==> src/rtl/branch_predictor.sv <==
// Dynamic branch predictor: direct-mapped 2-bit counter table plus tagged BTB,
// with ID-stage training and mispredict/redirect. Optional stats via BP_STATS_EN.
module branch_predictor #(
    parameter int IDX_BITS = 6,
    parameter int TAG_BITS = 8
) (
    input  logic        clk,
    input  logic        reset_n,
    input  logic [31:0] IF_pc,
    output logic        IF_predict_taken,
    output logic [31:0] IF_predict_target,
    input  logic        ID_branch,
    input  logic [31:0] ID_pc,
    input  logic        ID_CompareResult,
    input  logic [31:0] ID_target,
    input  logic        ID_pred_taken,
    input  logic [31:0] ID_pred_target,
    output logic        ID_mispredict,
    output logic [31:0] ID_redirect_pc
`ifdef BP_STATS_EN
    ,
    output logic [31:0] stat_branches,
    output logic [31:0] stat_mispredicts
`endif
);

    localparam int ENTRIES = 1 << IDX_BITS;

    function automatic logic [1:0] sat_inc(input logic [1:0] c);
        return (c == 2'b11) ? c : c + 2'd1;
    endfunction

    function automatic logic [1:0] sat_dec(input logic [1:0] c);
        return (c == 2'b00) ? c : c - 2'd1;
    endfunction

    logic                tbl_valid  [ENTRIES];
    logic [TAG_BITS-1:0] tbl_tag    [ENTRIES];
    logic [1:0]          tbl_cnt    [ENTRIES];
    logic [31:0]         tbl_target [ENTRIES];

    logic [IDX_BITS-1:0] if_idx;
    logic [TAG_BITS-1:0] if_tag;
    logic                if_hit;
    logic [IDX_BITS-1:0] id_idx;
    logic [TAG_BITS-1:0] id_tag;
    logic                id_hit;
    logic                target_wrong;
    logic [2+IDX_BITS+TAG_BITS-1:0] unused_if_pc;

    assign if_idx = IF_pc[IDX_BITS+1:2];
    assign if_tag = IF_pc[IDX_BITS+TAG_BITS+1:IDX_BITS+2];
    assign id_idx = ID_pc[IDX_BITS+1:2];
    assign id_tag = ID_pc[IDX_BITS+TAG_BITS+1:IDX_BITS+2];
    assign unused_if_pc = {IF_pc[31:IDX_BITS+TAG_BITS+2], IF_pc[1:0]};

    // Lookup reads the registered table directly, so IF sees pre-update contents.
    assign if_hit            = tbl_valid[if_idx] && (tbl_tag[if_idx] == if_tag);
    assign IF_predict_taken  = if_hit && tbl_cnt[if_idx][1];
    assign IF_predict_target = IF_predict_taken ? tbl_target[if_idx] : 32'd0;

    assign id_hit        = tbl_valid[id_idx] && (tbl_tag[id_idx] == id_tag);
    assign target_wrong  = (ID_target != ID_pred_target);
    assign ID_mispredict = ID_branch &&
                           ((ID_CompareResult != ID_pred_taken) ||
                            (ID_CompareResult && ID_pred_taken && target_wrong));
    assign ID_redirect_pc = ID_CompareResult ? ID_target : ID_pc + 32'd4;

    // Training: counters saturate; a taken miss allocates (and evicts any alias) as weak-taken.
    always_ff @(posedge clk or negedge reset_n) begin
        if (!reset_n) begin
            for (int i = 0; i < ENTRIES; i++) begin
                tbl_valid[i]  <= 1'b0;
                tbl_tag[i]    <= '0;
                tbl_cnt[i]    <= 2'b01;
                tbl_target[i] <= 32'd0;
            end
        end else if (ID_branch) begin
            if (id_hit) begin
                if (ID_CompareResult) begin
                    tbl_cnt[id_idx]    <= sat_inc(tbl_cnt[id_idx]);
                    tbl_target[id_idx] <= ID_target;
                end else begin
                    tbl_cnt[id_idx] <= sat_dec(tbl_cnt[id_idx]);
                end
            end else if (ID_CompareResult) begin
                tbl_valid[id_idx]  <= 1'b1;
                tbl_tag[id_idx]    <= id_tag;
                tbl_cnt[id_idx]    <= 2'b10;
                tbl_target[id_idx] <= ID_target;
            end
        end
    end

`ifdef BP_STATS_EN
    always_ff @(posedge clk or negedge reset_n) begin
        if (!reset_n) begin
            stat_branches    <= 32'd0;
            stat_mispredicts <= 32'd0;
        end else begin
            if (ID_branch)     stat_branches    <= stat_branches + 32'd1;
            if (ID_mispredict) stat_mispredicts <= stat_mispredicts + 32'd1;
        end
    end
`endif

endmodule

==> config.mk <==
export PLATFORM = sky130hd
export DESIGN_NAME = branch_predictor
export DESIGN_NICKNAME = d
export VERILOG_FILES = /design/src/rtl/branch_predictor.sv
export SDC_FILE = /design/constraint.sdc
export NUM_CORES = 2
export LEC_CHECK = 0
export CORE_MARGIN = 5
export CORE_UTILIZATION = 63
export DETAILED_ROUTE_END_ITERATION = 16
export PLACE_DENSITY_LB_ADDON = 0.1
export SKIP_LAST_GASP = 1
export SLEW_MARGIN = 20
export SYNTH_ARGS = -nofsm -noshare
export SYNTH_HDL_FRONTEND = slang
export SYNTH_SLANG_ARGS = --single-unit
==> constraint.sdc <==
create_clock -name clk -period 9.3 [get_ports clk]
set_clock_uncertainty 0.1 [all_clocks]
set_input_delay 2.79 -clock clk [delete_from_list [all_inputs] [get_ports clk]]
set_output_delay 2.79 -clock clk [all_outputs]
set_load 0.02 [all_outputs]
Word-level counts from Yosys, hierarchy flattened
Index checks and enable logic that the tools add are counted.
- muxes and demuxes: 40
- equality and inequality tests: 5
- bitwise operators: 7
- add/subtract/negate cells: 3
- reduce and logical (&&, ||, !) cells: 13
- magnitude comparators: 3
- operator list (operator ; number):
    2048-bit bitwise mux ; 1
    512-bit bitwise mux ; 1
    128-bit 2-to-1 mux ; 3
    128-bit bitwise mux ; 2
    32-bit binary-select mux with 6-bit select ; 1
    32-bit demux with 6-bit select ; 1
    32-bit 2-to-1 mux ; 5
    64-bit OR ; 2
    8-bit binary-select mux with 6-bit select ; 2
    64-bit AND ; 1
    64-bit inverter ; 1
    8-bit demux with 6-bit select ; 1
    8-bit 2-to-1 mux ; 5
    32-bit by 3-bit adder with 32-bit output (second input constant) ; 1
    32-bit inequality test ; 1
    2-bit binary-select mux with 6-bit select ; 2
    8-bit equality test ; 2
    7-bit >= comparator (second input constant) ; 2
    2-bit 2-to-1 mux ; 7
    6-bit inverter with 7-bit output ; 2
    1-bit binary-select mux with 6-bit select ; 2
    2-bit demux with 6-bit select ; 1
    1-bit logical AND ; 7
    7-bit by 1-bit < comparator with 1-bit output (second input constant) ; 1
    12 further kinds ; 17
- word-level logic and storage cells: 327
- bits of input ports: 133
- register bits after elaboration: 2752

Longest topological paths before layout
- word-level depth: 9
- depth in mapped cells: 18

Worst setup path after synthesis
No wires, ideal clock.
- kind: input port to output port
- start point: input port IF_pc[2]
- end point: output port IF_predict_target[0]
- cell stages on the path: 12
- setup slack: 0.268 ns
- arrival: 6.142 ns
- cells stage by stage: buf_4 -> buf_6 -> buf_6 -> buf_4 -> buf_2 -> buf_2 -> clkbuf_1 -> buf_2 -> mux4_2 -> mux4_2 -> mux4_2 -> and3_1
- word-level cells in the longest chain between the ends: 8
- RTL lines (what ; line ; RTL):
    start, declared ; 9 ; input logic [31:0] IF_pc,
    6-bit inverter with 7-bit output (implied by the code) (*) ; 58, 59, 60 ;
    8-bit binary-select mux with 6-bit select ; 58 ; assign if_hit = tbl_valid[if_idx] && (tbl_tag[if_idx] == if_tag);
    8-bit 2-to-1 mux (implied by the code) (2 in series) ; 58 ;
    8-bit equality test ; 58 ;
    1-bit logical AND ; 58 ;
    1-bit logical AND ; 59 ; assign IF_predict_taken = if_hit && tbl_cnt[if_idx][1];
    32-bit 2-to-1 mux (*) ; 60 ; assign IF_predict_target = IF_predict_taken ? tbl_target[if_idx] : 32'd0;
    end, declared ; 11 ; output logic [31:0] IF_predict_target,
Mark *: on every way between the ends. The rest lies on a longest branch, timed or not. The select of a mux whose other input is x is not followed.

Worst setup path after layout
- start point: input port IF_pc[2]
- end point: output port IF_predict_target[11]
Same word-level chain as after synthesis.

==> impl_metrics.env <==
export IMPL_synth_edff_count=0
export IMPL_dieArea_um2=224000
export IMPL_dpl_cell_count=14150
export IMPL_grt_pass1_wl_mm=703
export IMPL_r2r_start="tbl_tag[508]"
export IMPL_grt_overflow_total=0
export IMPL_min_period_ps=9370
export IMPL_status="finished, violations left"
export IMPL_grt_max_degree=175
export IMPL_timing_final_crit_share=1.01
export IMPL_synth_most_common_cell="nand2_1"
export IMPL_rsz0062_at_grt="yes"
export IMPL_chipWidth_um=473
export IMPL_synth_area_leaders="dfrtp_1, mux4_2, nand2_1"
export IMPL_min_from="tbl_target[9]"
export IMPL_start_kind="input pin"
export IMPL_avgSynthCellArea_um2=11.5
export IMPL_fin_tns_setup_ps=-507
export IMPL_power_density_nw_per_um2=194
export IMPL_fin_ws_ps=-69.3
export IMPL_synth_cell_types=82
export IMPL_slew_headroom=0.164
export IMPL_totalWireLength_mm=484
export IMPL_viasPerCell=6.93
export IMPL_hold_violations=0
export IMPL_cts_sinks=2752
export IMPL_core_area_um2=214000
export IMPL_clk_root_buffer_cell="clkbuf_16"
export IMPL_r2r_cells=12
export IMPL_ys_seq_area_frac=0.511
export IMPL_drv_cap=0
export IMPL_initialDrtViolationCount=14242
export IMPL_clk_latency_ps=980
export IMPL_first_pass_iters=6
export IMPL_min_path_type="flop to flop"
export IMPL_start_util=0.631
export IMPL_worstMarginPinSlew_ps=1250
export IMPL_fin_area_um2=151000
export IMPL_stdcell_count=14699
export IMPL_syn_to_final_growth_pct=11.7
export IMPL_critPathKind="input pin to output port"
export IMPL_cts_buffers=304
export IMPL_finalMaxSlewViolations=0
export IMPL_final_antenna_net_count=0
export IMPL_peakVddDrop_mv=0.225
export IMPL_drcViolationCount=0
export IMPL_io_buffers=180
export IMPL_critPathMaxFanout=9
export IMPL_clk_path_buf_depth=4
export IMPL_track_usage=0.434
export IMPL_cp_startpoint="IF_pc[2]"
export IMPL_cts_hold_buf=0
export IMPL_crit_arrival_ps=6480
export IMPL_clk_pin_slew_ps=60
export IMPL_wire_per_inst_um=33.0
export IMPL_yosysTopAreaCell="dfrtp_1"
export IMPL_antenna_found_initial=34
export IMPL_whs_ps=368
export IMPL_synth_warnings=0
export IMPL_routed_via_count=101795
export IMPL_synth_top_area_frac=0.498
export IMPL_leakagePower_nw=73.6
export IMPL_failed_checks="setup timing"
export IMPL_drive_gt1_frac=0.262
export IMPL_postSynth_asyncResetShare=1.00
export IMPL_synthTopCellsByCount="nand2_1, dfrtp_1, mux4_2"
export IMPL_place_area_um2=140000
export IMPL_rows=170
export IMPL_pin_count=199
export IMPL_cts_tree="yes"
export IMPL_final_core_util=0.705
export IMPL_htree_levels=5
export IMPL_post_synth_instance_area_um2=135000
export IMPL_ys_seq_elements=2752
export IMPL_syn_inst=11745
export IMPL_die_h_um=473
export IMPL_gp_congestion=0.984
export IMPL_first_global_vias=101423
export IMPL_nNetsFinal=11768
export IMPL_syn_nets=11880
export IMPL_worstPathRequired_ps=6410
export IMPL_finalSetupViolations=20
export IMPL_dp_final_hpwl_mm=291
export IMPL_fmax_mhz=107
export IMPL_hold_depth=2
export IMPL_synth_ff_type="dfrtp_1"
export IMPL_cp_end_kind="output port"
==> what timing repair did <==
item                       4_1_cts  5_1_grt
buffers inserted                 7        4
gates cloned                     3        1
resized for setup               50       34
pin swaps                        9       11
setup endpoints to repair       33       33
==> state kept, by name, summed over array words and instances (netlist names) <==
name / cells
tbl_target: 2048
tbl_cnt: 128
tbl_tag: 512
tbl_valid: 64
==> stage by stage <==
step | total power, mW | worst slack [ps]
2_1_floorplan | 15.8 | 268
3_3_place_gp | 17.0 | -559
3_5_place_dp | 17.1 | -573
4_1_cts | 29.2 | -8.05
5_1_grt | 30.1 | -74.9
6_report | 29.3 | -69.3
==> path summary, 6_finish.rpt <==
kind / endpoint / slack (ps)
worst max-delay path: IF_predict_target[11] / -70
worst min-delay path: tbl_target[9] / 370
worst max register to register: tbl_valid[35] / 4730
worst min register to register: tbl_target[9] / 370
max in group asynchronous: tbl_target[684] / 5460
min in group asynchronous: tbl_tag[10] / 1690
==> power breakdown <==
| part | total [mW] | internal [mW] | leakage [nW] | switching [mW] |
|---|---|---|---|---|
| registers | 13.6 | 13.0 | 37.2 | 0.629 |
| clock network | 12.2 | 7.24 | 4.88 | 4.96 |
| logic | 3.49 | 1.57 | 31.6 | 1.92 |
==> cell families after synthesis <==
| logic type | Yosys count | synth area share |
|---|---|---|
| AND/OR/NAND/NOR | 4975 | 0.146 |
| multiplexers | 2302 | 0.271 |
| AO/OA/AOI/OAI | 601 | 0.0347 |
| XOR/XNOR | 74 | 0.00480 |
| buffers and inverters | 1037 | 0.0326 |
| adder cells (fa/ha/maj) | 4 | 0.000334 |
| flip-flops | 2752 | 0.511 |
==> critical path, stage by stage <==
cell,delay [ps]
buf_16,140
buf_16,170
mux4_2,550
mux4_2,570
mux4_2,560
xnor2_4,200
nand2_2,90
nor3_4,410
buf_12,180
nand2_8,110
buf_12,190
a211oi_4,200
buf_4,160
buf_6,110
==> routing by layer <==
layer,wire length (µm),vias up,track usage
li1,-,40210,-
met1,171000,52019,0.576
met2,206000,7653,0.615
met3,68000,1887,0.147
met4,39700,26,0.284
met5,191,-,0
==> layout by cell type (no fill, tap or decap), types with 22 or more instances in the layout <==
cell	count
xnor2_1	53
mux2_2	767
a21oi_4	49
and3_1	28
dfstp_2	64
a22oi_1	52
mux2i_1	225
mux2_4	164
buf_2	43
a21oi_1	51
clkinv_2	33
clkbuf_1	67
mux2_1	228
a221oi_1	34
o21ai_0	158
or2_1	48
nor2_4	52
nand3_1	41
nand2_1	4318
nand2_2	54
a41oi_1	80
clkdlybuf4s50_1	95
nor2_1	162
o22ai_1	27
bufinv_16	22
nand4_1	55
buf_12	73
clkbuf_16	311
buf_4	357
dfrtp_1	2688
clkbuf_8	68
a211oi_1	22
nor2b_1	101
mux4_2	917
==> layout make-up <==
| cell class | count | area [µm²] |
|---|---|---|
| sequential | 2752 | 68900 |
| fill | 14877 | 63100 |
| multi-input combinational | 7956 | 62500 |
| clock buffer | 444 | 8930 |
| timing repair buffer | 606 | 5900 |
| tap | 2838 | 3550 |
| clock inverter | 71 | 968 |
| inverter | 13 | 51.3 |
| antenna | 19 | 47.5 |
No activity file was read; power rests on OpenSTA's default activity.
